`src/rtl/score_save_pkg.sv`:
```
// Shared types and constants for the score_save block: FSM encodings,
// BCD digit width, and a digit saturation helper.
package score_save_pkg;

  localparam int              BCD_W   = 4;
  localparam logic [BCD_W-1:0] BCD_MAX = 4'd9;

  typedef enum logic [2:0] {
    S_IDLE    = 3'd0,
    S_CAPTURE = 3'd1,
    S_COMPARE = 3'd2,
    S_WRITE   = 3'd3,
    S_ACK     = 3'd4
  } state_t;

  // Clamp a nibble to a legal BCD digit; garbage codes A-F read as 9.
  function automatic logic [BCD_W-1:0] bcd_sat(input logic [BCD_W-1:0] d);
    return (d > BCD_MAX) ? BCD_MAX : d;
  endfunction

endpackage

```
`src/rtl/score_save_if.sv`:
```
// Timer <-> score_save handshake: done/doneSave four-phase pair plus the
// game score digits that are valid while done is high.
interface score_save_if;
  import score_save_pkg::*;

  logic             done;
  logic [BCD_W-1:0] score_ten;
  logic [BCD_W-1:0] score_one;
  logic             doneSave;

  // Timer side drives the request and score, sees the acknowledge.
  modport master (output done, score_ten, score_one, input doneSave);
  // Score saver side.
  modport slave  (input done, score_ten, score_one, output doneSave);

endinterface

```
`src/rtl/score_save_flash.sv`:
```
// New-record blinker: once started, toggles record_flash every FLASH_PERIOD
// cycles for FLASH_TOGGLES toggles, finishing low. A capture aborts it.
module score_save_flash #(
  parameter int FLASH_PERIOD  = 25_000_000,
  parameter int FLASH_TOGGLES = 6
) (
  input  logic clk,
  input  logic resetn,
  input  logic start,
  input  logic abort,
  output logic record_flash
);

  localparam int CW = (FLASH_PERIOD  > 1) ? $clog2(FLASH_PERIOD)      : 1;
  localparam int TW = $clog2(FLASH_TOGGLES + 1);

  localparam logic [CW-1:0] CYC_LAST = CW'(FLASH_PERIOD - 1);
  localparam logic [TW-1:0] TGL_LAST = TW'(FLASH_TOGGLES - 1);

  logic [CW-1:0] cyc_cnt;
  logic [TW-1:0] tgl_cnt;
  logic          running;

  // Half-period counter and toggle counter; abort outranks start since a
  // fresh capture must always silence the display.
  always_ff @(posedge clk) begin
    if (!resetn) begin
      cyc_cnt      <= '0;
      tgl_cnt      <= '0;
      running      <= 1'b0;
      record_flash <= 1'b0;
    end else if (abort) begin
      cyc_cnt      <= '0;
      tgl_cnt      <= '0;
      running      <= 1'b0;
      record_flash <= 1'b0;
    end else if (start) begin
      cyc_cnt      <= '0;
      tgl_cnt      <= '0;
      running      <= 1'b1;
      record_flash <= 1'b0;
    end else if (running) begin
      if (cyc_cnt == CYC_LAST) begin
        cyc_cnt      <= '0;
        record_flash <= ~record_flash;
        tgl_cnt      <= tgl_cnt + 1'b1;
        // Even toggle count guarantees the last toggle leaves the flag low.
        if (tgl_cnt == TGL_LAST) running <= 1'b0;
      end else begin
        cyc_cnt <= cyc_cnt + 1'b1;
      end
    end
  end

endmodule

```
`src/rtl/score_save.sv`:
```
// High-score keeper on the responder end of the timer done/doneSave
// handshake. Control FSM sequences capture -> compare -> (write) -> ack;
// datapath holds captured digits and the stored high score.
module score_save
  import score_save_pkg::*;
#(
  parameter int HIGH_INIT_TEN = 0,
  parameter int HIGH_INIT_ONE = 0,
  parameter int FLASH_PERIOD  = 25_000_000,
  parameter int FLASH_TOGGLES = 6
) (
  input  logic             clk,
  input  logic             resetn,
  score_save_if.slave      tmr,
  input  logic             clear_high,
  output logic [BCD_W-1:0] high_ten,
  output logic [BCD_W-1:0] high_one,
  output logic             new_record,
  output logic             record_flash,
  output logic             busy
);

  localparam logic [BCD_W-1:0] INIT_TEN = BCD_W'(HIGH_INIT_TEN);
  localparam logic [BCD_W-1:0] INIT_ONE = BCD_W'(HIGH_INIT_ONE);

  state_t           state, nxt;
  logic [BCD_W-1:0] cap_ten, cap_one;
  logic             greater;
  logic             do_capture, do_write, do_clear;

  // Strictly-greater compare on two BCD digits; ties are not records.
  assign greater = (cap_ten > high_ten) ||
                   ((cap_ten == high_ten) && (cap_one > high_one));

  assign busy = (state != S_IDLE);

  // State register; doneSave is registered off the next state so it rises
  // on entry to S_ACK and drops on the same edge the FSM returns to idle.
  always_ff @(posedge clk) begin
    if (!resetn) begin
      state        <= S_IDLE;
      tmr.doneSave <= 1'b0;
    end else begin
      state        <= nxt;
      tmr.doneSave <= (nxt == S_ACK);
    end
  end

  // Next-state and datapath strobes; done outranks clear_high in idle.
  always_comb begin
    nxt        = state;
    do_capture = 1'b0;
    do_write   = 1'b0;
    do_clear   = 1'b0;
    case (state)
      S_IDLE: begin
        if (tmr.done)      nxt      = S_CAPTURE;
        else if (clear_high) do_clear = 1'b1;
      end
      S_CAPTURE: begin
        do_capture = 1'b1;
        nxt        = S_COMPARE;
      end
      S_COMPARE: nxt = greater ? S_WRITE : S_ACK;
      S_WRITE: begin
        do_write = 1'b1;
        nxt      = S_ACK;
      end
      S_ACK: if (!tmr.done) nxt = S_IDLE;
      default: nxt = S_IDLE;
    endcase
  end

  // Capture registers, high score and record flag.
  always_ff @(posedge clk) begin
    if (!resetn) begin
      cap_ten    <= '0;
      cap_one    <= '0;
      high_ten   <= INIT_TEN;
      high_one   <= INIT_ONE;
      new_record <= 1'b0;
    end else begin
      if (do_capture) begin
        cap_ten    <= bcd_sat(tmr.score_ten);
        cap_one    <= bcd_sat(tmr.score_one);
        new_record <= 1'b0;
      end
      if (do_write) begin
        high_ten   <= cap_ten;
        high_one   <= cap_one;
        new_record <= 1'b1;
      end
      if (do_clear) begin
        high_ten <= INIT_TEN;
        high_one <= INIT_ONE;
      end
    end
  end

  score_save_flash #(
    .FLASH_PERIOD  (FLASH_PERIOD),
    .FLASH_TOGGLES (FLASH_TOGGLES)
  ) u_flash (
    .clk          (clk),
    .resetn       (resetn),
    .start        (do_write),
    .abort        (do_capture),
    .record_flash (record_flash)
  );

endmodule

```
`src/flat_wrapper.sv`:
```
// flat-port wrapper written by rule: the top's interface ports become plain ports
module score_save_flat import score_save_pkg::*;
#(
  parameter int HIGH_INIT_TEN = 0,
  parameter int HIGH_INIT_ONE = 0,
  parameter int FLASH_PERIOD  = 25_000_000,
  parameter int FLASH_TOGGLES = 6
)
  (clk, resetn, clear_high, high_ten, high_one, new_record, record_flash, busy, tmr_done, tmr_score_ten, tmr_score_one, tmr_doneSave);
  score_save_if tmr_i ();
  input  logic clk;
  input  logic resetn;
  input  logic clear_high;
  output logic [BCD_W-1:0] high_ten;
  output logic [BCD_W-1:0] high_one;
  output logic new_record;
  output logic record_flash;
  output logic busy;
  input wire logic [$bits(tmr_i.done)-1:0] tmr_done;
  input wire logic [$bits(tmr_i.score_ten)-1:0] tmr_score_ten;
  input wire logic [$bits(tmr_i.score_one)-1:0] tmr_score_one;
  output wire logic [$bits(tmr_i.doneSave)-1:0] tmr_doneSave;
  assign tmr_i.done = tmr_done;
  assign tmr_i.score_ten = tmr_score_ten;
  assign tmr_i.score_one = tmr_score_one;
  assign tmr_doneSave = tmr_i.doneSave;
  score_save #(.HIGH_INIT_TEN(HIGH_INIT_TEN), .HIGH_INIT_ONE(HIGH_INIT_ONE), .FLASH_PERIOD(FLASH_PERIOD), .FLASH_TOGGLES(FLASH_TOGGLES)) u_core (.clk(clk), .resetn(resetn), .tmr(tmr_i), .clear_high(clear_high), .high_ten(high_ten), .high_one(high_one), .new_record(new_record), .record_flash(record_flash), .busy(busy));
endmodule
```
`config.mk`:
```
export PLATFORM = sky130hd
export DESIGN_NAME = score_save_flat
export DESIGN_NICKNAME = d
export VERILOG_FILES = /design/src/rtl/score_save_pkg.sv /design/src/rtl/score_save_if.sv /design/src/rtl/score_save_flash.sv /design/src/rtl/score_save.sv /design/src/flat_wrapper.sv
export SDC_FILE = /design/constraint.sdc
export NUM_CORES = 1
export LEC_CHECK = 0
export ABC_AREA = 1
export CORE_ASPECT_RATIO = 0.8
export CORE_UTILIZATION = 55
export CTS_CLUSTER_SIZE = 14
export DETAILED_ROUTE_END_ITERATION = 10
export PLACE_DENSITY_LB_ADDON = 0.25
export REMOVE_ABC_BUFFERS = 1
export SLEW_MARGIN = 30
export SYNTH_ARGS = -nofsm -noshare
export SYNTH_HDL_FRONTEND = slang
export SYNTH_SLANG_ARGS = --single-unit
```
`constraint.sdc`:
```
create_clock -name clk -period 2.1 [get_ports clk]
set_input_delay 0.42 -clock clk [delete_from_list [all_inputs] [get_ports clk]]
set_output_delay 0.42 -clock clk [all_outputs]
set_load 0.03 [all_outputs]
```
==> key figures <==
GRT
  • Largest net degree at the start of global routing: 17
  • First-pass GRT wire length: 10.7 mm
  • GRT overflow: 0
  • Antenna violations before repair: 0
  • Total track usage: 25.9%
  • Vias in the first global route: around 2400

Power and ir drop
  • PwrDens: roughly 600 nW/um^2
  • VDD IR-drop max: around 0.00043 V
  • P_leak: about 1.2 nW

Cells and area
  • Layout area overhead: 14.6%
  • # nets final: 446
  • Share of layout cells above drive strength 1: 11.3%
  • Fill cells: 422
  • Final cell count without fillers: 484
  • ANT cells: 0

Routing
  • Via density per instance: 5.35
  • Iter 0 DRT Violations: around 150
  • Vias: about 2600
  • ANT nets after route: 0
  • DR DRC count: 0
  • WL/cell: approximately 13 microns
  • DRT Wirelength: slightly above 6 mm
  • First-pass DRT Iterations: 5

Clock network
  • Inserted Clock Buffers: 5
  • Clk root buf: clkbuf_8
  • Number of setup buffers added after CTS: 0
  • # clock sinks: 51
  • CTS tree: done
  • Post-CTS Hold Buffers: 0
  • Clock H-tree levels: 2
  • Register clock-pin slew on the reported worst setup and hold paths: 90 ps
  • Worst skew pair latency: 300 ps
  • Clock Tree Buf Depth: 2

Place
  • Gpl congestion: 0.908
  • Placed insts: 476
  • Post-DP HPWL: 4.74 mm
  • PortBufs: 23

Synthesis
  • Top post-synthesis cells by area: dfxtp_1 (36%), nand2_1 (11%), inv_1 (6.8%)
  • Synth Flop Type: dfxtp_1
  • Post-synth ARST share: 0%
  • Post-synth EDFFs: 0
  • Post-Synthesis Cells: 396
  • Register area share after synthesis: 36.4%
  • Synth Cell Area: 2810 sq um
  • Post-synth top area share: 36.4%
  • Synth Register Bits: 51
  • Post-synth top area cell: dfxtp_1
  • Syn Area/Cell: 7.09 sq um
  • Cell variety after synth: 33
  • Ys Warns: 0

Timing
  • FMAX: 552 MHz
  • Tcrit/Tclk final: 86.3%
  • Worst-Margin Slew: around 480 ps
  • Min Tclk post-route: 1810 ps
  • Setup TNS: 0 ps
  • RSZ-0062 raised after global routing: false
  • Finish-stage setup viols: 0
  • Max Slew Vio Count: 0
  • Post-Route Skew: ~3.2 ps
  • Final hold viol count: 0
  • Max transition margin: 67.9%

Worst setup path
  • Slowest cell on the critical path: dfxtp_1
  • CP Buf/Inv Count: 1
  • CP Capture Type: output pin
  • Startpoint Class: flop
  • Critical path fanouts, max: 4
  • Kind of critical path: reg -> out
  • CP delay by family, top: flip-flops
  • CP peak stage delay: 420 ps
  • Req. time, crit path: 1680 ps
  • Crit path DAT: 1390 ps
  • Crit path cell chain: nor2_1, nand2_1, dlygate4sd2_1

Job
  • Max-cap check violation count: 0

Outcome
  • Status: finished, final reports clean

Floorplan
  • Top Ports: 24
  • Core box area: around 4700 sq um
  • Die area: 5400 sq um
  • # rows: 22
  • Initial Util: 59.3%
  • Die X: 81.9 microns
  • Height of the die: ~66 microns

Worst hold path
  • HP Class: reg -> reg
-- routing by layer --
layer	wire length [microns]	GRT usage [%]	vias to the layer above
met5	0	0	-
met4	60	7.24	0
met3	384	5.24	7
met2	2640	38.7	59
met1	3120	37.4	1190
li1	-	-	1331
-- area by class of cell --
| cell class | count | area [sq um] | area share, % |
|---|---|---|---|
| Multi-Input combinational cell | 283 | 1530 | 47.7 |
| Sequential cell | 51 | 1020 | 31.7 |
| Timing Repair Buffer | 28 | 267 | 8.28 |
| Inverter | 54 | 203 | 6.30 |
| Clock buffer | 6 | 82.6 | 2.57 |
| Tap cell | 60 | 75.1 | 2.33 |
| Clock inverter | 2 | 35.0 | 1.09 |
-- flip-flops by register name (all words and copies together) (netlist names) --
| signal | flops |
|---|---|
| u_core.cap_ten | 4 |
| u_core.tmr.doneSave | 1 |
| u_core.u_flash.record_flash | 1 |
| u_core.high_one | 4 |
| u_core.new_record | 1 |
| u_core.cap_one | 4 |
| u_core.u_flash.running | 1 |
| u_core.state | 3 |
| u_core.high_ten | 4 |
| u_core.u_flash.tgl_cnt | 3 |
| u_core.u_flash.cyc_cnt | 25 |
-- path summary, 6_finish.rpt --
path | startpoint | endpoint | slack (ps) | depth (start not counted)
min | u_core.cap_one[0] | u_core.high_one[0] | 480 | 2
max reg2reg | u_core.u_flash.cyc_cnt[0] | u_core.u_flash.cyc_cnt[12] | 380 | 8
min reg2reg | u_core.cap_one[0] | u_core.high_one[0] | 480 | 2
max | u_core.state[1] | busy | 290 | 3
-- kinds of logic (layout without fill, tap and decap cells) --
logic type               Yosys count  after routing  share of synthesized area (%)
AO/OA/AOI/OAI                     47             47                           10.3
buffers and inverters             62             90                           9.00
XOR/XNOR                           7              7                           2.18
flip-flops                        51             51                           36.4
adder cells (fa/ha/maj)           11             11                           4.90
AND/OR/NAND/NOR                  218            218                           37.3
-- synth_stat cells, drive strengths merged, types with 3 or more instances --
library cell and count:
o21ai 6, o21bai 3, nand3 41, a21oi 29, dfxtp 51, or2 3
inv 52, nor3 8, nand4 10, buf 6, nand2 90, xor2 5
nor2 63, ha 11
-- placed cells by master, fill, tap and decap left out, drive strengths merged, types with 2 or more instances in the layout --
cell and count:
inv 52, ha 11, o211a 2, a21oi 29, a221oi 2, o22ai 2
nor2 63, o21ai 6, xnor2 2, nand2 90, clkbuf 6, xor2 5
a31oi 2, o21bai 3, nand4 10, clkdlybuf4s50 22, or2 3, nor3 8
clkinv 3, nand3 41, dfxtp 51, buf 5, nand3b 2
-- metrics by stage --
stage / instance area [sq um] / setup WS [ps] / utilization, % / total power [mW] / hold WS [ps]
after global routing: 3220 / 165 / 67.9 / 2.07 / 502
after detailed placement: 3100 / 288 / 65.5 / 1.29 / 464
after global placement: 3100 / 354 / 65.5 / 1.28 / 450
after CTS: 3220 / 280 / 67.9 / 1.99 / 478
final: 3220 / 287 / 67.9 / 1.97 / 476
after floorplan: 2760 / 520 / - / 1.19 / 435
-- power breakdown --
part	internal (mW)	total (mW)	switching, mW
Combinational	0.0983	0.254	0.156
Sequential	0.991	1.01	0.0197
Clock	0.386	0.707	0.321
Total	1.48	1.97	0.497
-- tightest hold or removal path, delay by kind of cell, from the launching register on --
kind | cells | cell delay, ps
and+or+nand+nor | 1 | 60
DFF | 1 | 320
AOI/OAI and AO/OA | 1 | 60
-- what timing repair did --
| action | CTS | global route |
|---|---|---|
| resized for setup | 1 | 0 |
| setup endpoints to repair | 1 | 0 |
| endpoints found under the hold margin | 0 | 0 |
Power figures use the tool's default switching activity.
